$ cat src/rtl/indirect_csr_arbiter_if.sv
// Requester and indirect CSR bus bundle for indirect_csr_arbiter.
// master = arbiter side, slave = requesters plus the CSR bridge.
interface indirect_csr_arbiter_if #(
  parameter int NUM_REQ = 4,
  parameter int CMD_W   = 16,
  parameter int AW      = 19,
  parameter int DW      = 64
);
  logic [NUM_REQ-1:0]    i_req_valid;
  logic [NUM_REQ-1:0]    i_req_write;
  logic [NUM_REQ*AW-1:0] i_req_addr;
  logic [NUM_REQ*DW-1:0] i_req_wdata;
  logic [NUM_REQ-1:0]    o_req_ready;
  logic [NUM_REQ-1:0]    o_rsp_valid;
  logic [DW-1:0]         o_rsp_rdata;
  logic [1:0]            o_rsp_resp;
  logic                  o_rsp_timeout;
  logic [CMD_W-1:0]      o_csr_cmd;
  logic [AW-1:0]         o_csr_addr;
  logic [DW-1:0]         o_csr_writedata;
  logic [DW-1:0]         i_csr_readdata;
  logic                  i_csr_ack;
  logic [1:0]            i_csr_rresp;
  logic [1:0]            i_csr_bresp;
  logic                  o_busy;

  modport master (
    input  i_req_valid, i_req_write, i_req_addr, i_req_wdata,
    input  i_csr_readdata, i_csr_ack, i_csr_rresp, i_csr_bresp,
    output o_req_ready, o_rsp_valid, o_rsp_rdata, o_rsp_resp, o_rsp_timeout,
    output o_csr_cmd, o_csr_addr, o_csr_writedata, o_busy
  );

  modport slave (
    output i_req_valid, i_req_write, i_req_addr, i_req_wdata,
    output i_csr_readdata, i_csr_ack, i_csr_rresp, i_csr_bresp,
    input  o_req_ready, o_rsp_valid, o_rsp_rdata, o_rsp_resp, o_rsp_timeout,
    input  o_csr_cmd, o_csr_addr, o_csr_writedata, o_busy
  );
endinterface

$ cat src/rtl/indirect_csr_arbiter.sv
// Round-robin arbiter sharing one indirect CSR port among NUM_REQ requesters,
// one single-beat transaction at a time, with a forced SLVERR on missing ack.
module indirect_csr_arbiter #(
  parameter int               NUM_REQ     = 4,
  parameter int               CMD_W       = 16,
  parameter int               AW          = 19,
  parameter int               DW          = 64,
  parameter logic [CMD_W-1:0] RD_CMD      = 16'h0001,
  parameter logic [CMD_W-1:0] WR_CMD      = 16'h0002,
  parameter int               TIMEOUT_CYC = 1024
) (
  input logic                    i_csr_clk,
  input logic                    i_csr_rst_n,
  indirect_csr_arbiter_if.master bus
);
  localparam int IW = (NUM_REQ > 1) ? $clog2(NUM_REQ) : 1;
  localparam int CW = $clog2(TIMEOUT_CYC);

  typedef enum logic [1:0] {IDLE, CMD, RSP} state_t;

  typedef struct packed {
    logic          write;
    logic [AW-1:0] addr;
    logic [DW-1:0] wdata;
    logic [IW-1:0] owner;
  } txn_t;

  typedef struct packed {
    logic [DW-1:0] rdata;
    logic [1:0]    resp;
    logic          timeout;
  } rsp_t;

  state_t        state, state_nxt;
  txn_t          txn;
  rsp_t          rsp;
  logic [IW-1:0] rr_ptr;
  logic [IW-1:0] win;
  logic          win_vld;
  logic [CW-1:0] cnt;
  logic          ack_hit;
  logic          tmo_hit;
  int            idx;

  logic [AW-1:0] req_addr  [NUM_REQ];
  logic [DW-1:0] req_wdata [NUM_REQ];

  for (genvar k = 0; k < NUM_REQ; k++) begin : g_unpack
    assign req_addr[k]  = bus.i_req_addr[k*AW +: AW];
    assign req_wdata[k] = bus.i_req_wdata[k*DW +: DW];
  end

  // Search starts at rr_ptr (one past the last winner) and wraps.
  always_comb begin
    win     = '0;
    win_vld = 1'b0;
    idx     = 0;
    for (int i = 0; i < NUM_REQ; i++) begin
      idx = int'(rr_ptr) + i;
      if (idx >= NUM_REQ) idx = idx - NUM_REQ;
      if (!win_vld && bus.i_req_valid[IW'(idx)]) begin
        win_vld = 1'b1;
        win     = IW'(idx);
      end
    end
  end

  // Ack takes priority when it lands in the timeout cycle.
  assign ack_hit = (state == CMD) && bus.i_csr_ack;
  assign tmo_hit = (state == CMD) && !bus.i_csr_ack && (cnt == CW'(TIMEOUT_CYC-1));

  always_ff @(posedge i_csr_clk or negedge i_csr_rst_n) begin
    if (!i_csr_rst_n) state <= IDLE;
    else              state <= state_nxt;
  end

  always_comb begin
    state_nxt = state;
    case (state)
      IDLE:    if (win_vld) state_nxt = CMD;
      CMD:     if (ack_hit || tmo_hit) state_nxt = RSP;
      RSP:     state_nxt = IDLE;
      default: state_nxt = IDLE;
    endcase
  end

  always_comb begin
    bus.o_req_ready = '0;
    bus.o_rsp_valid = '0;
    bus.o_csr_cmd   = '0;
    case (state)
      IDLE:    if (win_vld && i_csr_rst_n) bus.o_req_ready[win] = 1'b1;
      CMD:     bus.o_csr_cmd = txn.write ? WR_CMD : RD_CMD;
      RSP:     bus.o_rsp_valid[txn.owner] = 1'b1;
      default: ;
    endcase
  end

  always_ff @(posedge i_csr_clk or negedge i_csr_rst_n) begin
    if (!i_csr_rst_n) begin
      txn    <= '0;
      rsp    <= '0;
      rr_ptr <= '0;
      cnt    <= '0;
    end else begin
      case (state)
        IDLE: if (win_vld) begin
          txn.write <= bus.i_req_write[win];
          txn.addr  <= req_addr[win];
          txn.wdata <= req_wdata[win];
          txn.owner <= win;
          rr_ptr    <= (win == IW'(NUM_REQ-1)) ? '0 : win + 1'b1;
        end
        CMD: begin
          cnt <= cnt + 1'b1;
          if (ack_hit) begin
            rsp.rdata   <= txn.write ? '0 : bus.i_csr_readdata;
            rsp.resp    <= txn.write ? bus.i_csr_bresp : bus.i_csr_rresp;
            rsp.timeout <= 1'b0;
          end else if (tmo_hit) begin
            rsp.rdata   <= '1;
            rsp.resp    <= 2'b10;
            rsp.timeout <= 1'b1;
          end
        end
        RSP:     cnt <= '0;
        default: ;
      endcase
    end
  end

  assign bus.o_csr_addr      = txn.addr;
  assign bus.o_csr_writedata = txn.wdata;
  assign bus.o_rsp_rdata     = rsp.rdata;
  assign bus.o_rsp_resp      = rsp.resp;
  assign bus.o_rsp_timeout   = rsp.timeout;
  assign bus.o_busy          = (state != IDLE);
endmodule

$ cat src/flat_wrapper.sv
// flat-port wrapper written by rule: the top's interface ports become plain ports
module indirect_csr_arbiter_flat 
#(
  parameter int               NUM_REQ     = 4,
  parameter int               CMD_W       = 16,
  parameter int               AW          = 19,
  parameter int               DW          = 64,
  parameter logic [CMD_W-1:0] RD_CMD      = 16'h0001,
  parameter logic [CMD_W-1:0] WR_CMD      = 16'h0002,
  parameter int               TIMEOUT_CYC = 1024
)
  (i_csr_clk, i_csr_rst_n, bus_i_req_valid, bus_i_req_write, bus_i_req_addr, bus_i_req_wdata, bus_i_csr_readdata, bus_i_csr_ack, bus_i_csr_rresp, bus_i_csr_bresp, bus_o_req_ready, bus_o_rsp_valid, bus_o_rsp_rdata, bus_o_rsp_resp, bus_o_rsp_timeout, bus_o_csr_cmd, bus_o_csr_addr, bus_o_csr_writedata, bus_o_busy);
  indirect_csr_arbiter_if #(.NUM_REQ(NUM_REQ), .CMD_W(CMD_W), .AW(AW), .DW(DW)) bus_i ();
  input logic i_csr_clk;
  input logic i_csr_rst_n;
  input wire logic [$bits(bus_i.i_req_valid)-1:0] bus_i_req_valid;
  input wire logic [$bits(bus_i.i_req_write)-1:0] bus_i_req_write;
  input wire logic [$bits(bus_i.i_req_addr)-1:0] bus_i_req_addr;
  input wire logic [$bits(bus_i.i_req_wdata)-1:0] bus_i_req_wdata;
  input wire logic [$bits(bus_i.i_csr_readdata)-1:0] bus_i_csr_readdata;
  input wire logic [$bits(bus_i.i_csr_ack)-1:0] bus_i_csr_ack;
  input wire logic [$bits(bus_i.i_csr_rresp)-1:0] bus_i_csr_rresp;
  input wire logic [$bits(bus_i.i_csr_bresp)-1:0] bus_i_csr_bresp;
  output wire logic [$bits(bus_i.o_req_ready)-1:0] bus_o_req_ready;
  output wire logic [$bits(bus_i.o_rsp_valid)-1:0] bus_o_rsp_valid;
  output wire logic [$bits(bus_i.o_rsp_rdata)-1:0] bus_o_rsp_rdata;
  output wire logic [$bits(bus_i.o_rsp_resp)-1:0] bus_o_rsp_resp;
  output wire logic [$bits(bus_i.o_rsp_timeout)-1:0] bus_o_rsp_timeout;
  output wire logic [$bits(bus_i.o_csr_cmd)-1:0] bus_o_csr_cmd;
  output wire logic [$bits(bus_i.o_csr_addr)-1:0] bus_o_csr_addr;
  output wire logic [$bits(bus_i.o_csr_writedata)-1:0] bus_o_csr_writedata;
  output wire logic [$bits(bus_i.o_busy)-1:0] bus_o_busy;
  assign bus_i.i_req_valid = bus_i_req_valid;
  assign bus_i.i_req_write = bus_i_req_write;
  assign bus_i.i_req_addr = bus_i_req_addr;
  assign bus_i.i_req_wdata = bus_i_req_wdata;
  assign bus_i.i_csr_readdata = bus_i_csr_readdata;
  assign bus_i.i_csr_ack = bus_i_csr_ack;
  assign bus_i.i_csr_rresp = bus_i_csr_rresp;
  assign bus_i.i_csr_bresp = bus_i_csr_bresp;
  assign bus_o_req_ready = bus_i.o_req_ready;
  assign bus_o_rsp_valid = bus_i.o_rsp_valid;
  assign bus_o_rsp_rdata = bus_i.o_rsp_rdata;
  assign bus_o_rsp_resp = bus_i.o_rsp_resp;
  assign bus_o_rsp_timeout = bus_i.o_rsp_timeout;
  assign bus_o_csr_cmd = bus_i.o_csr_cmd;
  assign bus_o_csr_addr = bus_i.o_csr_addr;
  assign bus_o_csr_writedata = bus_i.o_csr_writedata;
  assign bus_o_busy = bus_i.o_busy;
  indirect_csr_arbiter #(.NUM_REQ(NUM_REQ), .CMD_W(CMD_W), .AW(AW), .DW(DW), .RD_CMD(RD_CMD), .WR_CMD(WR_CMD), .TIMEOUT_CYC(TIMEOUT_CYC)) u_core (.i_csr_clk(i_csr_clk), .i_csr_rst_n(i_csr_rst_n), .bus(bus_i));
endmodule
$ cat config.mk
export PLATFORM = sky130hd
export DESIGN_NAME = indirect_csr_arbiter_flat
export DESIGN_NICKNAME = d
export VERILOG_FILES = /design/src/rtl/indirect_csr_arbiter_if.sv /design/src/rtl/indirect_csr_arbiter.sv /design/src/flat_wrapper.sv
export SDC_FILE = /design/constraint.sdc
export NUM_CORES = 1
export LEC_CHECK = 0
export CORE_AREA = 2 2 226 228
export DETAILED_ROUTE_END_ITERATION = 7
export DIE_AREA = 0 0 228 230
export GPL_ROUTABILITY_DRIVEN = 0
export MAX_ROUTING_LAYER = met4
export PLACE_DENSITY = 0.48
export SYNTH_ARGS = -nofsm -noshare
export SYNTH_HDL_FRONTEND = slang
export SYNTH_SLANG_ARGS = --single-unit
$ cat constraint.sdc
create_clock -name i_csr_clk -period 2.6 [get_ports i_csr_clk]
set_input_delay 0.26 -clock i_csr_clk [delete_from_list [all_inputs] [get_ports i_csr_clk]]
set_output_delay 0.26 -clock i_csr_clk [all_outputs]
set_load 0.03 [all_outputs]
**Word level (Yosys, flattened, before mapping)**

Index checks and enable logic that the tools add are counted.

- Bitwise operators: 1
- Eq/ne operators: 6
- Reductions and logical operators: 21
- Magnitude comparators: 13
- Multiplexer cells: 50
- $add $sub $neg: 9

Operators with widths:

| kind | number |
|---|---|
| 64-bit two-way mux | 3 |
| 67-bit two-way mux | 2 |
| 64-bit binary-select mux with 2-bit select | 1 |
| 19-bit binary-select mux with 2-bit select | 1 |
| 19-bit two-way mux | 2 |
| 2-bit two-way mux | 13 |
| 10-bit case mux with 2 select lines | 1 |
| 2-bit by 4-bit < comparator with 1-bit output (second input constant) | 4 |
| 16-bit two-way mux | 1 |
| 1-bit two-way mux | 15 |
| 3-bit greater-or-equal comparator (second input constant) | 4 |
| 4-bit two-way mux | 3 |
| 10-bit by 1-bit adder with 10-bit output (second input constant) | 1 |
| 1-bit binary-select mux with 2-bit select | 5 |
| 10-bit equality test (second input constant) | 1 |
| 1-bit logical AND | 9 |
| 2-bit by 1-bit subtractor with 2-bit output (second input constant) | 4 |
| 2-bit by 2-bit adder with 3-bit output (second input constant) | 2 |
| 2-bit by 3-bit < comparator with 1-bit output (second input constant) | 2 |
| 2-bit AND reduction | 3 |
| 2-bit nonzero test | 3 |
| 1-bit demux with 2-bit select | 2 |
| 2-bit equality test (second input constant) | 2 |
| 2-bit by 1-bit greater-or-equal comparator with 1-bit output (second input constant) | 2 |
| other kinds (11) | 14 |

- Logic and storage cells: 110
- Output and inout bits: 175
- Flip-flop bits (word level): 167
- Input bits: 411

**Logic depth before layout (Yosys ltp)**

Gate-level depths: netlist of run 1.

- Depth in word-level cells: 21
- Depth in mapped cells: 10
- Gate-level depth less buffers: 7

**Worst setup path after synthesis of run 1**

OpenSTA, ideal clock, no wires.

- Path kind: register -> output
- Start point: register u_core.rr_ptr[0]
- End point: output port bus_o_req_ready[2]
- Stages on the path, launching flop included: 8
- Arrival: 2167 ps
- Path slack: 173 ps
- Buffers on the path: 2
- Required time: 2340 ps
- Path through: dfrtp_1 -> nand2b_1 -> and3_1 -> o22ai_1 -> buf_4 -> buf_4 -> inv_2 -> nor3b_1

- Word-level cells in the longest chain between the ends: 21
- Elaborated cells between the ends (all ways): 49
- Those cells by class: add/sub (7); order compare (6); mux (28); reduce/logical (8)

Ends and longest elaborated chain:

| what | line | text |
|---|---|---|
| from (decl) | indirect_csr_arbiter.sv:37 | `logic [IW-1:0] rr_ptr;` |
| from (signal assigned) | indirect_csr_arbiter.sv:112 | `rr_ptr <= (win == IW'(NUM_REQ-1)) ? '0 : win + 1'b1;` |
| parallel branches: the longest is 19 deep, another holds 2-bit by 1-bit adder with 3-bit output | n/a |  |
| 4-bit two-way mux * | indirect_csr_arbiter.sv:92 | `IDLE: if (win_vld && i_csr_rst_n) bus.o_req_ready[win] = 1'b1;` |
| 4-bit two-way mux * | indirect_csr_arbiter.sv:91 | `case (state)` |
| to (decl) | flat_wrapper.sv:24 | `output wire logic [$bits(bus_i.o_req_ready)-1:0] bus_o_req_ready;` |

Mark *: on every way between the ends. The select of a mux whose other input is x is not followed.

**Final worst setup path of run 1**

- Start point: register u_core.state[0]
- End point: output port bus_o_rsp_valid[0]

- Word-level cells in the longest chain between the ends: 2

Ends and longest elaborated chain:

| what | line | text |
|---|---|---|
| from (decl) | indirect_csr_arbiter.sv:34 | `state_t state, state_nxt;` |
| from (signal assigned) | indirect_csr_arbiter.sv:74 | `else state <= state_nxt;` |
| 2-bit equality test | indirect_csr_arbiter.sv:91 |  |
| 4-bit two-way mux | indirect_csr_arbiter.sv:91 |  |
| to (decl) | flat_wrapper.sv:25 | `output wire logic [$bits(bus_i.o_rsp_valid)-1:0] bus_o_rsp_valid;` |

No other way between the ends.

==> impl_metrics.xml, run 1 <==
<?xml version="1.0" encoding="UTF-8"?>
<metrics>
  <group name="global_route">
    <metric name="grt_first_pass_wirelength" unit="µm">63180</metric>
    <metric name="grt-ovfl-total" unit="">0</metric>
    <metric name="grt_pass1_vias" unit="">9233</metric>
    <metric name="track_usage" unit="%">17.09</metric>
    <metric name="antenna_found_initial" unit="">13</metric>
    <metric name="grt_max_degree" unit="">91</metric>
  </group>
  <group name="setup_path">
    <metric name="worstSetupEndpointType" unit="">primary output</metric>
    <metric name="worst-r2r-cell-count" unit="">7</metric>
    <metric name="worstReg2RegStart" unit="">u_core.cnt[0]</metric>
    <metric name="worst_path_largest_cell_delay" unit="ns">0.71</metric>
    <metric name="critical_path.startpoint_type" unit="">flop</metric>
    <metric name="worstReg2RegEnd" unit="">u_core.bus.o_rsp_rdata[21]</metric>
    <metric name="crit_path_cell_trace" unit="">inv_1 &gt; ha_1 &gt; nor3b_1 &gt; clkdlybuf4s50_1</metric>
    <metric name="critPathRequiredTime" unit="ns">2.34</metric>
    <metric name="cp_max_fo" unit="">5</metric>
    <metric name="reg2reg_setup_slack" unit="ns">0.45</metric>
    <metric name="crit_type" unit="">reg2out</metric>
    <metric name="timing.critical_path.arrival" unit="ns">2.17</metric>
    <metric name="critical_path.slowest_cell" unit="">sky130_fd_sc_hd__clkdlybuf4s50_1</metric>
  </group>
  <group name="routing">
    <metric name="ant_nets" unit="">0</metric>
    <metric name="initialDrtViolationCount" unit="">700</metric>
    <metric name="wirelength" unit="µm">44240</metric>
    <metric name="via_count" unit="">8827</metric>
    <metric name="dr.pass1.iters" unit="">6</metric>
    <metric name="post_drt_via_cell_ratio" unit="">4.293</metric>
    <metric name="drcViolationCount" unit="">0</metric>
    <metric name="wl_per_cell" unit="µm">21.52</metric>
  </group>
  <group name="timing">
    <metric name="finalHoldViolCount" unit="">0</metric>
    <metric name="max_clock_freq" unit="GHz">0.4109</metric>
    <metric name="layout_min_cycle_time" unit="ns">2.434</metric>
    <metric name="rsz_0062_raised_after_global_routing" unit="">false</metric>
    <metric name="max_slew.worst_pin.slew" unit="ns">0.7492</metric>
    <metric name="finalCritPeriodShare" unit="%">93.61</metric>
    <metric name="worst_clock_skew" unit="ns">0.01157</metric>
    <metric name="slew_headroom" unit="%">50.05</metric>
    <metric name="setup-violations-final" unit="">0</metric>
    <metric name="fin_tns_setup" unit="ns">0</metric>
    <metric name="finalMaxSlewViolations" unit="">0</metric>
    <metric name="fin_worst_setup_slack" unit="ns">0.1662</metric>
  </group>
  <group name="min_path">
    <metric name="holdCritPathClass" unit="">in2async</metric>
  </group>
  <group name="power_and_ir_drop">
    <metric name="power_density" unit="nW/µm²">1159</metric>
    <metric name="p_leak" unit="µW">0.006374</metric>
    <metric name="worst_ir_drop_vdd" unit="mV">0.5366</metric>
  </group>
  <group name="synthesis">
    <metric name="synth-main-ff-cell" unit="">sky130_fd_sc_hd__dfrtp_1</metric>
    <metric name="synth_enable_flop_cells" unit="">0</metric>
    <metric name="async_flop_share" unit="%">100.0</metric>
    <metric name="ys_ff_latch" unit="">167</metric>
    <metric name="yosysSeqAreaShare" unit="%">46.34</metric>
    <metric name="synthesis.instances" unit="">896</metric>
    <metric name="synth_cell_types" unit="">45</metric>
    <metric name="mappedNetlistArea" unit="µm²">9019</metric>
    <metric name="synth.avg_cell_area" unit="µm²">10.07</metric>
    <metric name="synth-warning-count" unit="">0</metric>
  </group>
  <group name="clock_tree">
    <metric name="ctsLongestPathBuffers" unit="">2</metric>
    <metric name="cts_root_buffer" unit="">sky130_fd_sc_hd__clkbuf_16</metric>
    <metric name="clock_latency_late_sink" unit="ns">0.49</metric>
    <metric name="cts.sinks" unit="">167</metric>
    <metric name="clk_transition_reported_paths" unit="ns">0.07</metric>
    <metric name="tritoncts.num_buffers" unit="">17</metric>
    <metric name="cts.htree.levels" unit="">4</metric>
    <metric name="clock_tree_from_tritoncts" unit="">done</metric>
  </group>
  <group name="final_layout">
    <metric name="drive_gt1_share" unit="%">5.818</metric>
    <metric name="design.final.nets" unit="">1779</metric>
    <metric name="finish.instance_area" unit="µm²">15660</metric>
    <metric name="area_delta_synth_final" unit="%">73.68</metric>
  </group>
  <group name="place">
    <metric name="place_worst_setup_slack" unit="ns">0.1564</metric>
    <metric name="detailed_place_hpwl" unit="µm">34810</metric>
    <metric name="placedInstanceArea" unit="µm²">14990</metric>
    <metric name="portBuffers" unit="">571</metric>
  </group>
  <group name="floorplanning">
    <metric name="die_area" unit="µm²">52440</metric>
    <metric name="start_util" unit="%">18.09</metric>
    <metric name="core-area" unit="µm²">49860</metric>
    <metric name="top_level_ports" unit="">586</metric>
    <metric name="die_height" unit="µm">230</metric>
    <metric name="std_cell_rows" unit="">82</metric>
    <metric name="chipWidth" unit="µm">228</metric>
  </group>
  <group name="job">
    <metric name="cap_violations" unit="">0</metric>
  </group>
  <group name="run_status">
    <metric name="outcome" unit="">finished, final reports clean</metric>
  </group>
</metrics>
## layout by cell type, fill, tap and decap left out, drive strengths merged, types with 14 or more instances in the layout
master / count
clkdlybuf4s50: 566
o21ai: 89
conb: 14
dfrtp: 167
a222oi: 84
buf: 34
clkbuf: 24
nand2b: 66
a21oi: 76
nor2: 75
mux2i: 86
nand2: 16
## power by group
part	switching [µW]	internal, µW
clock	1180	1590
combinational	6110	4640
sequential	759	3860
total	8050	10100
## per-stage QoR
stage / power [µW] / utilization, % / hold WS [ns] / cells
floorplan: 11480 / - / -0.03559 / 909
global placement: 15440 / 30.07 / 0.1820 / 2014
detailed placement: 15560 / 30.07 / 0.1781 / 2014
CTS: 18440 / 31.35 / 0.1985 / 2047
global route: 19250 / 31.41 / 0.2239 / 2056
finish: 18150 / 31.41 / 0.2347 / 2056
## flip-flops by register name, indices dropped and copies added (netlist names)
register                    count
u_core.txn                      3
u_core.state                    2
u_core.bus.o_rsp_rdata         64
u_core.bus.o_rsp_timeout        1
u_core.bus.o_rsp_resp           2
u_core.cnt                     10
u_core.bus.o_csr_addr          19
u_core.bus.o_csr_writedata     64
u_core.rr_ptr                   2
## Yosys cell counts (2+ instances only)
master	count	share of area [%]
sky130_fd_sc_hd__nor3b_1	3	0.25
sky130_fd_sc_hd__nand3_1	5	0.28
sky130_fd_sc_hd__xnor2_1	2	0.19
sky130_fd_sc_hd__xor2_1	2	0.19
sky130_fd_sc_hd__nand2b_1	66	4.6
sky130_fd_sc_hd__nor2b_1	6	0.42
sky130_fd_sc_hd__buf_6	5	0.62
sky130_fd_sc_hd__buf_1	5	0.21
sky130_fd_sc_hd__inv_1	9	0.37
sky130_fd_sc_hd__a222oi_1	84	9.3
sky130_fd_sc_hd__and3_1	4	0.28
sky130_fd_sc_hd__nand2_1	15	0.62
sky130_fd_sc_hd__a21oi_1	76	4.2
sky130_fd_sc_hd__mux2i_1	86	9.5
sky130_fd_sc_hd__o21ai_1	85	4.7
sky130_fd_sc_hd__nor3_1	3	0.17
sky130_fd_sc_hd__dfrtp_1	167	46
sky130_fd_sc_hd__buf_2	7	0.39
sky130_fd_sc_hd__and2_1	3	0.21
sky130_fd_sc_hd__o21ai_0	4	0.22
sky130_fd_sc_hd__mux2_2	2	0.25
sky130_fd_sc_hd__clkbuf_1	47	2.0
sky130_fd_sc_hd__ha_1	6	0.83
sky130_fd_sc_hd__nor2_1	74	3.1
sky130_fd_sc_hd__a31oi_1	2	0.14
sky130_fd_sc_hd__o22ai_1	6	0.42
sky130_fd_sc_hd__buf_4	104	8.7
## cell type report
| class | count | area, µm² |
|---|---|---|
| multi-input cells | 564 | 3846 |
| diodes | 9 | 22.52 |
| clock inverters | 9 | 140.1 |
| fillers | 5248 | 34200 |
| well taps | 672 | 840.8 |
| repair buffers | 602 | 6120 |
| inverters | 10 | 37.54 |
| flip-flops and latches | 167 | 4179 |
| clock buffers | 23 | 478.0 |
## worst max-delay path by stage
| stage | start | endpoint | slack, ns |
|---|---|---|---|
| 2_1_floorplan | u_core.rr_ptr[0] | bus_o_req_ready[2] | 0.17 |
| 3_3_place_gp | bus_i_req_valid[0] | u_core.bus.o_csr_addr[3] | 0.12 |
| 3_5_place_dp | bus_i_req_valid[0] | u_core.bus.o_csr_addr[3] | 0.16 |
| 4_1_cts | u_core.state[1] | bus_o_req_ready[2] | 0.04 |
| 5_1_grt | u_core.state[0] | bus_o_rsp_valid[0] | 0.003 |
| 6_report | u_core.state[0] | bus_o_rsp_valid[0] | 0.17 |
## worst max-delay path, delay by kind of cell, from the launching register on
kind	cells	cell delay, ns
flip-flops	1	0.42
buffers and inverters	2	0.81
adder cells (fa/ha/maj)	1	0.25
AND/OR/NAND/NOR	1	0.22
## metal layers
metal | global-route usage (%) | part of all wire (%) | wire (µm)
met5 | - | 0 | 0
met4 | 8.660 | 4.3 | 1923
met3 | 6.424 | 9.1 | 4025
met2 | 28.07 | 49 | 21710
met1 | 18.01 | 37 | 16580
## cell families after synthesis
kind of cell    count (synthesis)  synth area share [%]
compound gates                265                 19.74
other cells                     1               0.04158
flops                         167                 46.34
xor+xnor                        4                0.3885
simple gates                  187                 10.61
mux                            88                 9.795
fa+ha+maj                       6                0.8324
buf+inv                       178                 12.25
## timing repair
action,in CTS,in global routing
hold endpoints to repair,24,0
gates resized for setup,3,2
setup buffers,0,0
hold buffers,1,0
setup endpoints to repair,2,3
(Power assumes the default switching activity.)
==> run 2: changes to the inputs <==
--- a/config.mk
+++ b/config.mk
@@ -11,6 +11,8 @@
 export GPL_ROUTABILITY_DRIVEN = 0
 export MAX_ROUTING_LAYER = met4
 export PLACE_DENSITY = 0.48
+export RECOVER_POWER = 50
+export SLEW_MARGIN = 20
 export SYNTH_ARGS = -nofsm -noshare
 export SYNTH_HDL_FRONTEND = slang
 export SYNTH_SLANG_ARGS = --single-unit
==> constraint.sdc (replaced) <==
create_clock -name i_csr_clk -period 2.6 [get_ports i_csr_clk]
set_input_delay 0.26 -clock i_csr_clk [delete_from_list [all_inputs] [get_ports i_csr_clk]]
set_output_delay 0.26 -clock i_csr_clk [all_outputs]
set_load 0.01 [all_outputs]
==> run 2 against run 1 <==
Net effect:
- the flow now finishes with violations (design-rule violations, max-capacitance violations, max-slew violations)
- non-clock buffer count increased by 16
- clock skew decreased by 0.00077 ns
- register-to-register slack got worse by 0.03 ns
- wire length decreased by 0.27%
- fmax increased by 1.6%
- combinational power decreased by 19%
- cell count increased by 0.54%
- utilization decreased by 0.053 points
- final area decreased by 0.17%
- clock-buffer cell count decreased by 1
- via count increased by 1.1%
- critical path type unchanged
- largest cell class unchanged
- highest routed layer unchanged
==> impl_metrics.xml, run 2 (synthesis gave the netlist of run 1 again) <==
<?xml version="1.0" encoding="UTF-8"?>
<metrics>
  <group name="timing">
    <metric name="slew_headroom" unit="%">-8.974</metric>
    <metric name="finalMaxSlewViolations" unit="">169</metric>
    <metric name="layout_min_cycle_time" unit="ns">2.396</metric>
    <metric name="timing.hold.ws" unit="ns">0.3408</metric>
    <metric name="setup-violations-final" unit="">0</metric>
    <metric name="worst_clock_skew" unit="ns">0.01079</metric>
    <metric name="max_slew.worst_pin.slew" unit="ns">1.635</metric>
    <metric name="finalHoldViolCount" unit="">0</metric>
    <metric name="finalCritPeriodShare" unit="%">92.16</metric>
    <metric name="max_clock_freq" unit="GHz">0.4173</metric>
    <metric name="fin_worst_setup_slack" unit="ns">0.2038</metric>
    <metric name="rsz_0062_raised_after_global_routing" unit="">false</metric>
  </group>
  <group name="setup_path">
    <metric name="timing.critical_path.arrival" unit="ns">2.14</metric>
    <metric name="crit_type" unit="">reg2out</metric>
    <metric name="worst-r2r-cell-count" unit="">7</metric>
    <metric name="timing.critical_path.max_delay_family" unit="">buffers and inverters</metric>
    <metric name="worstReg2RegStart" unit="">u_core.rr_ptr[0]</metric>
    <metric name="critical_path.startpoint_type" unit="">flop</metric>
    <metric name="reg2reg_setup_slack" unit="ns">0.42</metric>
    <metric name="worstReg2RegEnd" unit="">u_core.bus.o_csr_addr[3]</metric>
    <metric name="most_common_cell_type_on_the_critical_path" unit="">sky130_fd_sc_hd__inv_1</metric>
    <metric name="cp_max_fo" unit="">4</metric>
    <metric name="worst_path_largest_cell_delay" unit="ns">0.38</metric>
    <metric name="critPathRequiredTime" unit="ns">2.34</metric>
    <metric name="timing.critical_path.buf_inv" unit="">3</metric>
    <metric name="critical_path.slowest_cell" unit="">sky130_fd_sc_hd__dfrtp_1</metric>
    <metric name="worstSetupEndpointType" unit="">primary output</metric>
    <metric name="crit_path_cell_trace" unit="">inv_1 &gt; ha_1 &gt; inv_1 &gt; nor2_4 &gt; nand2_1 &gt; nor3b_1 &gt; dlygate4sd2_1</metric>
    <metric name="setup.worst_path.start" unit="">u_core.state[1]</metric>
  </group>
  <group name="floorplanning">
    <metric name="start_util" unit="%">18.09</metric>
    <metric name="core-area" unit="µm²">49860</metric>
    <metric name="chipWidth" unit="µm">228</metric>
    <metric name="die_area" unit="µm²">52440</metric>
    <metric name="die_height" unit="µm">230</metric>
    <metric name="top_level_ports" unit="">586</metric>
    <metric name="std_cell_rows" unit="">82</metric>
  </group>
  <group name="clock_tree">
    <metric name="clock_tree_from_tritoncts" unit="">done</metric>
    <metric name="cts_root_buffer" unit="">sky130_fd_sc_hd__clkbuf_16</metric>
    <metric name="clock_latency_late_sink" unit="ns">0.48</metric>
    <metric name="cts.htree.levels" unit="">4</metric>
    <metric name="cts.sinks" unit="">167</metric>
    <metric name="tritoncts.num_buffers" unit="">17</metric>
    <metric name="ctsLongestPathBuffers" unit="">2</metric>
    <metric name="clk_transition_reported_paths" unit="ns">0.06</metric>
  </group>
  <group name="global_route">
    <metric name="grt_pass1_vias" unit="">9426</metric>
    <metric name="antenna_found_initial" unit="">13</metric>
    <metric name="grt_first_pass_wirelength" unit="µm">63140</metric>
    <metric name="track_usage" unit="%">16.98</metric>
    <metric name="grt_max_degree" unit="">109</metric>
    <metric name="grt-ovfl-total" unit="">0</metric>
  </group>
  <group name="final_layout">
    <metric name="drive_gt1_share" unit="%">6.187</metric>
    <metric name="layout.cells.most_common_list" unit="">sky130_fd_sc_hd__clkdlybuf4s50_1 (498), sky130_fd_sc_hd__dfrtp_1 (165), sky130_fd_sc_hd__mux2i_1 (86)</metric>
    <metric name="design.final.nets" unit="">1795</metric>
    <metric name="mostFrequentLayoutCell" unit="">sky130_fd_sc_hd__clkdlybuf4s50_1</metric>
    <metric name="area_delta_synth_final" unit="%">73.39</metric>
  </group>
  <group name="routing">
    <metric name="via_count" unit="">8927</metric>
    <metric name="dr.pass1.iters" unit="">8</metric>
    <metric name="ant_nets" unit="">0</metric>
    <metric name="post_drt_via_cell_ratio" unit="">4.319</metric>
    <metric name="wl_per_cell" unit="µm">21.34</metric>
    <metric name="initialDrtViolationCount" unit="">608</metric>
    <metric name="wirelength" unit="µm">44120</metric>
    <metric name="drcViolationCount" unit="">5</metric>
  </group>
  <group name="place">
    <metric name="portBuffers" unit="">571</metric>
    <metric name="detailed_place_hpwl" unit="µm">35230</metric>
    <metric name="place_worst_setup_slack" unit="ns">-0.1326</metric>
  </group>
  <group name="run_status">
    <metric name="violations" unit="">design-rule violations, max-capacitance violations, max-slew violations</metric>
    <metric name="outcome" unit="">finished with violations</metric>
  </group>
  <group name="min_path">
    <metric name="hold_path.startpoint" unit="">bus_i_csr_readdata[23]</metric>
    <metric name="timing.hold.worst_path_depth" unit="">3</metric>
    <metric name="hold-path-endpoint" unit="">u_core.bus.o_rsp_rdata[23]</metric>
    <metric name="holdCritPathClass" unit="">in2reg</metric>
  </group>
  <group name="power_and_ir_drop">
    <metric name="worst_ir_drop_vdd" unit="mV">0.5758</metric>
    <metric name="p_leak" unit="µW">0.006446</metric>
    <metric name="power_density" unit="nW/µm²">1019</metric>
  </group>
  <group name="job">
    <metric name="cap_violations" unit="">2</metric>
  </group>
</metrics>
==> run 2: per-layer routing <==
metal | GRT usage [%] | vias up | routed length (µm)
met3 | 6.275 | 58 | 3956
met5 | - | - | 0
li1 | - | 4161 | -
met2 | 29.32 | 461 | 22370
met1 | 17.79 | 4247 | 16530
met4 | 5.984 | 0 | 1263
==> run 2: power by group <==
part,switching [µW],internal (µW)
combinational,4270,4530
clock,1160,1340
sequential,757,3870
==> run 2: worst max path at each step <==
| stage | slack, ns | cells past startpoint | end |
|---|---|---|---|
| 2_1_floorplan | 0.58 | 8 | bus_o_req_ready[3] |
| 3_3_place_gp | -0.09 | 8 | bus_o_req_ready[3] |
| 3_5_place_dp | -0.13 | 8 | bus_o_req_ready[3] |
| 4_1_cts | 0.13 | 7 | bus_o_req_ready[2] |
| 5_1_grt | 0.06 | 7 | bus_o_req_ready[2] |
| 6_report | 0.20 | 7 | bus_o_req_ready[2] |
==> run 2: stage by stage <==
step / area, µm² / total power (µW) / std cells / setup TNS (ns) / utilization [%]
2_1_floorplan: 9067 / 9651 / 909 / 0 / -
3_3_place_gp: 15030 / 13700 / 2026 / -0.1399 / 30.14
3_5_place_dp: 15080 / 13860 / 2028 / -4.006 / 30.24
4_1_cts: 15650 / 16470 / 2061 / 0 / 31.39
5_1_grt: 15640 / 17020 / 2066 / 0 / 31.36
6_report: 15640 / 15930 / 2067 / 0 / 31.36
==> run 2: cell type report <==
cell class	instances	area [µm²]
Inverter	10	37.54
Tap cell	672	840.8
Timing Repair Buffer	618	6178
Clock buffer	22	454.2
Sequential cell	167	4182
Clock inverter	9	93.84
Antenna cell	5	12.51
Multi-Input combinational cell	564	3839
Fill cell	5232	34230
==> run 2: timing repair <==
item	4_1_cts	5_1_grt
setup endpoints to repair	4	0
resized for setup	9	0
endpoints found under the hold margin	108	0
hold buffers	1	0
setup buffers	1	0
==> run 2: worst register-to-register path, cell delays in order (launching register included) <==
cell and delay (ns):
sky130_fd_sc_hd__dfrtp_2 0.45, sky130_fd_sc_hd__nand2b_1 0.16, sky130_fd_sc_hd__and3_1 0.20, sky130_fd_sc_hd__o22ai_4 0.12, sky130_fd_sc_hd__buf_4 0.16, sky130_fd_sc_hd__buf_12 0.28, sky130_fd_sc_hd__mux2i_1 0.59, sky130_fd_sc_hd__o21ai_1 0.09
==> run 3: changes to the inputs <==
--- a/config.mk
+++ b/config.mk
@@ -5,9 +5,10 @@
 export SDC_FILE = /design/constraint.sdc
 export NUM_CORES = 1
 export LEC_CHECK = 0
-export CORE_AREA = 2 2 226 228
+export CAP_MARGIN = 20
+export CORE_AREA = 4 4 228 230
 export DETAILED_ROUTE_END_ITERATION = 7
-export DIE_AREA = 0 0 228 230
+export DIE_AREA = 0 0 232 234
 export GPL_ROUTABILITY_DRIVEN = 0
 export MAX_ROUTING_LAYER = met4
 export PLACE_DENSITY = 0.48
==> run 3 against run 2 <==
Net effect:
- the run ends with max-capacitance violations, max-slew violations left
- via count is 0.69% lower
- global-route usage shrank 0.34 points
- critical endpoint is now bus_o_req_ready[3]
- sequential cell count is the same
- clock skew rose by 0.0066 ns
- largest power group unchanged
- final area is 0.45% lower
==> impl_metrics.xml, run 3 (synthesis gave the netlist of run 1 again) <==
<?xml version="1.0" encoding="UTF-8"?>
<metrics>
  <group name="run_status">
    <metric name="outcome" unit="">finished with violations</metric>
    <metric name="violations" unit="">max-capacitance violations, max-slew violations</metric>
  </group>
  <group name="final_layout">
    <metric name="drive_gt1_share" unit="%">5.604</metric>
    <metric name="layout.cells.most_common_list" unit="">sky130_fd_sc_hd__clkdlybuf4s50_1 (494), sky130_fd_sc_hd__dfrtp_1 (165), sky130_fd_sc_hd__mux2i_1 (86)</metric>
    <metric name="finish.instance_area" unit="µm²">15570</metric>
    <metric name="mostFrequentLayoutCell" unit="">sky130_fd_sc_hd__clkdlybuf4s50_1</metric>
    <metric name="design.final.nets" unit="">1778</metric>
    <metric name="area_delta_synth_final" unit="%">72.61</metric>
  </group>
  <group name="routing">
    <metric name="wirelength" unit="µm">45620</metric>
    <metric name="dr.pass1.iters" unit="">7</metric>
    <metric name="ant_nets" unit="">0</metric>
    <metric name="drcViolationCount" unit="">0</metric>
    <metric name="wl_per_cell" unit="µm">22.15</metric>
    <metric name="post_drt_via_cell_ratio" unit="">4.305</metric>
    <metric name="via_count" unit="">8865</metric>
    <metric name="initialDrtViolationCount" unit="">753</metric>
  </group>
  <group name="power_and_ir_drop">
    <metric name="post-layout-total-power" unit="µW">15840</metric>
    <metric name="power_switching" unit="µW">6267</metric>
    <metric name="power.internal" unit="µW">9575</metric>
    <metric name="p_sw_share" unit="%">39.56</metric>
    <metric name="seq_power_share" unit="%">29.0</metric>
    <metric name="power.share.clock" unit="%">16.1</metric>
    <metric name="power_density" unit="nW/µm²">1018</metric>
    <metric name="power_frac_comb" unit="%">54.9</metric>
    <metric name="p_leak" unit="µW">0.006370</metric>
    <metric name="worst_ir_drop_vdd" unit="mV">0.4171</metric>
  </group>
  <group name="min_path">
    <metric name="holdCritPathClass" unit="">in2async</metric>
  </group>
  <group name="global_route">
    <metric name="grt_first_pass_wirelength" unit="µm">63650</metric>
    <metric name="antenna_found_initial" unit="">20</metric>
    <metric name="grt_pass1_vias" unit="">9140</metric>
    <metric name="grt-ovfl-total" unit="">0</metric>
    <metric name="track_usage" unit="%">16.64</metric>
    <metric name="grt_max_degree" unit="">91</metric>
  </group>
  <group name="floorplanning">
    <metric name="die_area" unit="µm²">54290</metric>
    <metric name="core-area" unit="µm²">49860</metric>
    <metric name="start_util" unit="%">18.09</metric>
    <metric name="std_cell_rows" unit="">82</metric>
    <metric name="die_height" unit="µm">234</metric>
    <metric name="top_level_ports" unit="">586</metric>
    <metric name="chipWidth" unit="µm">232</metric>
  </group>
  <group name="clock_tree">
    <metric name="clock_tree_from_tritoncts" unit="">done</metric>
    <metric name="cts.htree.levels" unit="">4</metric>
    <metric name="clk_transition_reported_paths" unit="ns">0.08</metric>
    <metric name="tritoncts.num_buffers" unit="">17</metric>
    <metric name="cts_root_buffer" unit="">sky130_fd_sc_hd__clkbuf_16</metric>
    <metric name="ctsLongestPathBuffers" unit="">2</metric>
    <metric name="cts.sinks" unit="">167</metric>
    <metric name="cts.repair_timing.setup_buffer_count" unit="">0</metric>
    <metric name="clock_latency_late_sink" unit="ns">0.48</metric>
  </group>
  <group name="timing">
    <metric name="worst_clock_skew" unit="ns">0.01736</metric>
    <metric name="finalMaxSlewViolations" unit="">57</metric>
    <metric name="fin_worst_setup_slack" unit="ns">0.2037</metric>
    <metric name="slew_headroom" unit="%">-5.409</metric>
    <metric name="fin_tns_setup" unit="ns">0</metric>
    <metric name="max_slew.worst_pin.slew" unit="ns">1.581</metric>
    <metric name="rsz_0062_raised_after_global_routing" unit="">false</metric>
    <metric name="finalHoldViolCount" unit="">0</metric>
    <metric name="finalCritPeriodShare" unit="%">92.17</metric>
    <metric name="layout_min_cycle_time" unit="ns">2.396</metric>
    <metric name="max_clock_freq" unit="GHz">0.4173</metric>
    <metric name="setup-violations-final" unit="">0</metric>
  </group>
  <group name="setup_path">
    <metric name="worstSetupEndpointType" unit="">primary output</metric>
    <metric name="timing.critical_path.arrival" unit="ns">2.14</metric>
    <metric name="critical_path.startpoint_type" unit="">flop</metric>
    <metric name="critPathRequiredTime" unit="ns">2.34</metric>
    <metric name="cp_max_fo" unit="">7</metric>
    <metric name="crit_type" unit="">reg2out</metric>
  </group>
  <group name="place">
    <metric name="detailed_place_hpwl" unit="µm">35570</metric>
    <metric name="portBuffers" unit="">571</metric>
    <metric name="placedInstanceArea" unit="µm²">14970</metric>
    <metric name="place_worst_setup_slack" unit="ns">-0.05014</metric>
  </group>
  <group name="job">
    <metric name="cap_violations" unit="">1</metric>
  </group>
</metrics>
run 3: cell types whose count changed in the layout (fill, tap and decap cells not counted), sizes merged:
cell | previous run | this run
buf | 40 | 25
bufinv | 1 | 0
clkbuf | 29 | 26
clkdlybuf4s50 | 498 | 494
diode | 5 | 13
dlygate4sd3 | 69 | 73
inv | 12 | 15
run 3: stage by stage:
step,hold slack (ns),util (%),instances
2_1_floorplan,-0.03559,-,909
3_3_place_gp,0.1665,30.02,2013
3_5_place_dp,0.1700,30.02,2013
4_1_cts,0.1829,31.20,2046
5_1_grt,0.2089,31.22,2058
6_report,0.2267,31.22,2059
run 3: power groups by stage:
stage | Sequential, µW | Clock (µW) | Combinational (µW)
after floorplan | 4720 | 0 | 4930
after global placement | 4650 | 0 | 9020
after detailed placement | 4680 | 0 | 9100
after CTS | 4640 | 2660 | 9130
after global routing | 4780 | 2750 | 9450
final | 4590 | 2550 | 8700
run 3: area by class of cell:
class,count,area (µm²)
fillers,5313,34300
repair buffers,601,6070
flip-flops and latches,167,4182
multi-input cells,564,3846
well taps,672,840.8
clock buffers,21,470.5
clock inverters,11,88.84
inverters,10,37.54
diodes,13,32.53
run 3: path summary, 6_finish.rpt:
path,depth (start not counted),slack (ns),startpoint,to
setup / recovery,7,0.20,u_core.rr_ptr[0],bus_o_req_ready[3]
hold / removal,2,0.23,i_csr_rst_n,u_core.state[0]
setup reg to reg,7,0.46,u_core.cnt[0],u_core.bus.o_rsp_rdata[38]
hold reg to reg,2,0.53,u_core.bus.o_rsp_rdata[34],u_core.bus.o_rsp_rdata[34]
max in group asynchronous,3,0.56,i_csr_rst_n,u_core.bus.o_csr_writedata[52]
min in group i_csr_clk,3,0.34,bus_i_csr_readdata[23],u_core.bus.o_rsp_rdata[23]
run 3: worst max-delay path, cell delays in order, from the launching register on:
cell,delay (ns)
sky130_fd_sc_hd__dfrtp_2,0.45
sky130_fd_sc_hd__nand2b_1,0.17
sky130_fd_sc_hd__and3_1,0.20
sky130_fd_sc_hd__o22ai_4,0.13
sky130_fd_sc_hd__inv_2,0.08
sky130_fd_sc_hd__ha_1,0.19
sky130_fd_sc_hd__and3_1,0.14
sky130_fd_sc_hd__dlygate4sd2_1,0.29
run 3: per-layer routing:
layer	vias up	part of all wire, %	global-route usage [%]
met4	0	1.4	4.745
met3	38	9.5	6.669
met1	4252	38	18.47
met5	-	0	-
met2	440	51	27.82
li1	4135	-	-
run 3: repair_timing:
item,in CTS,in global routing
hold buffers,1,0
resized for setup,11,0
hold endpoints to repair,21,0
endpoints found under the setup margin,4,0
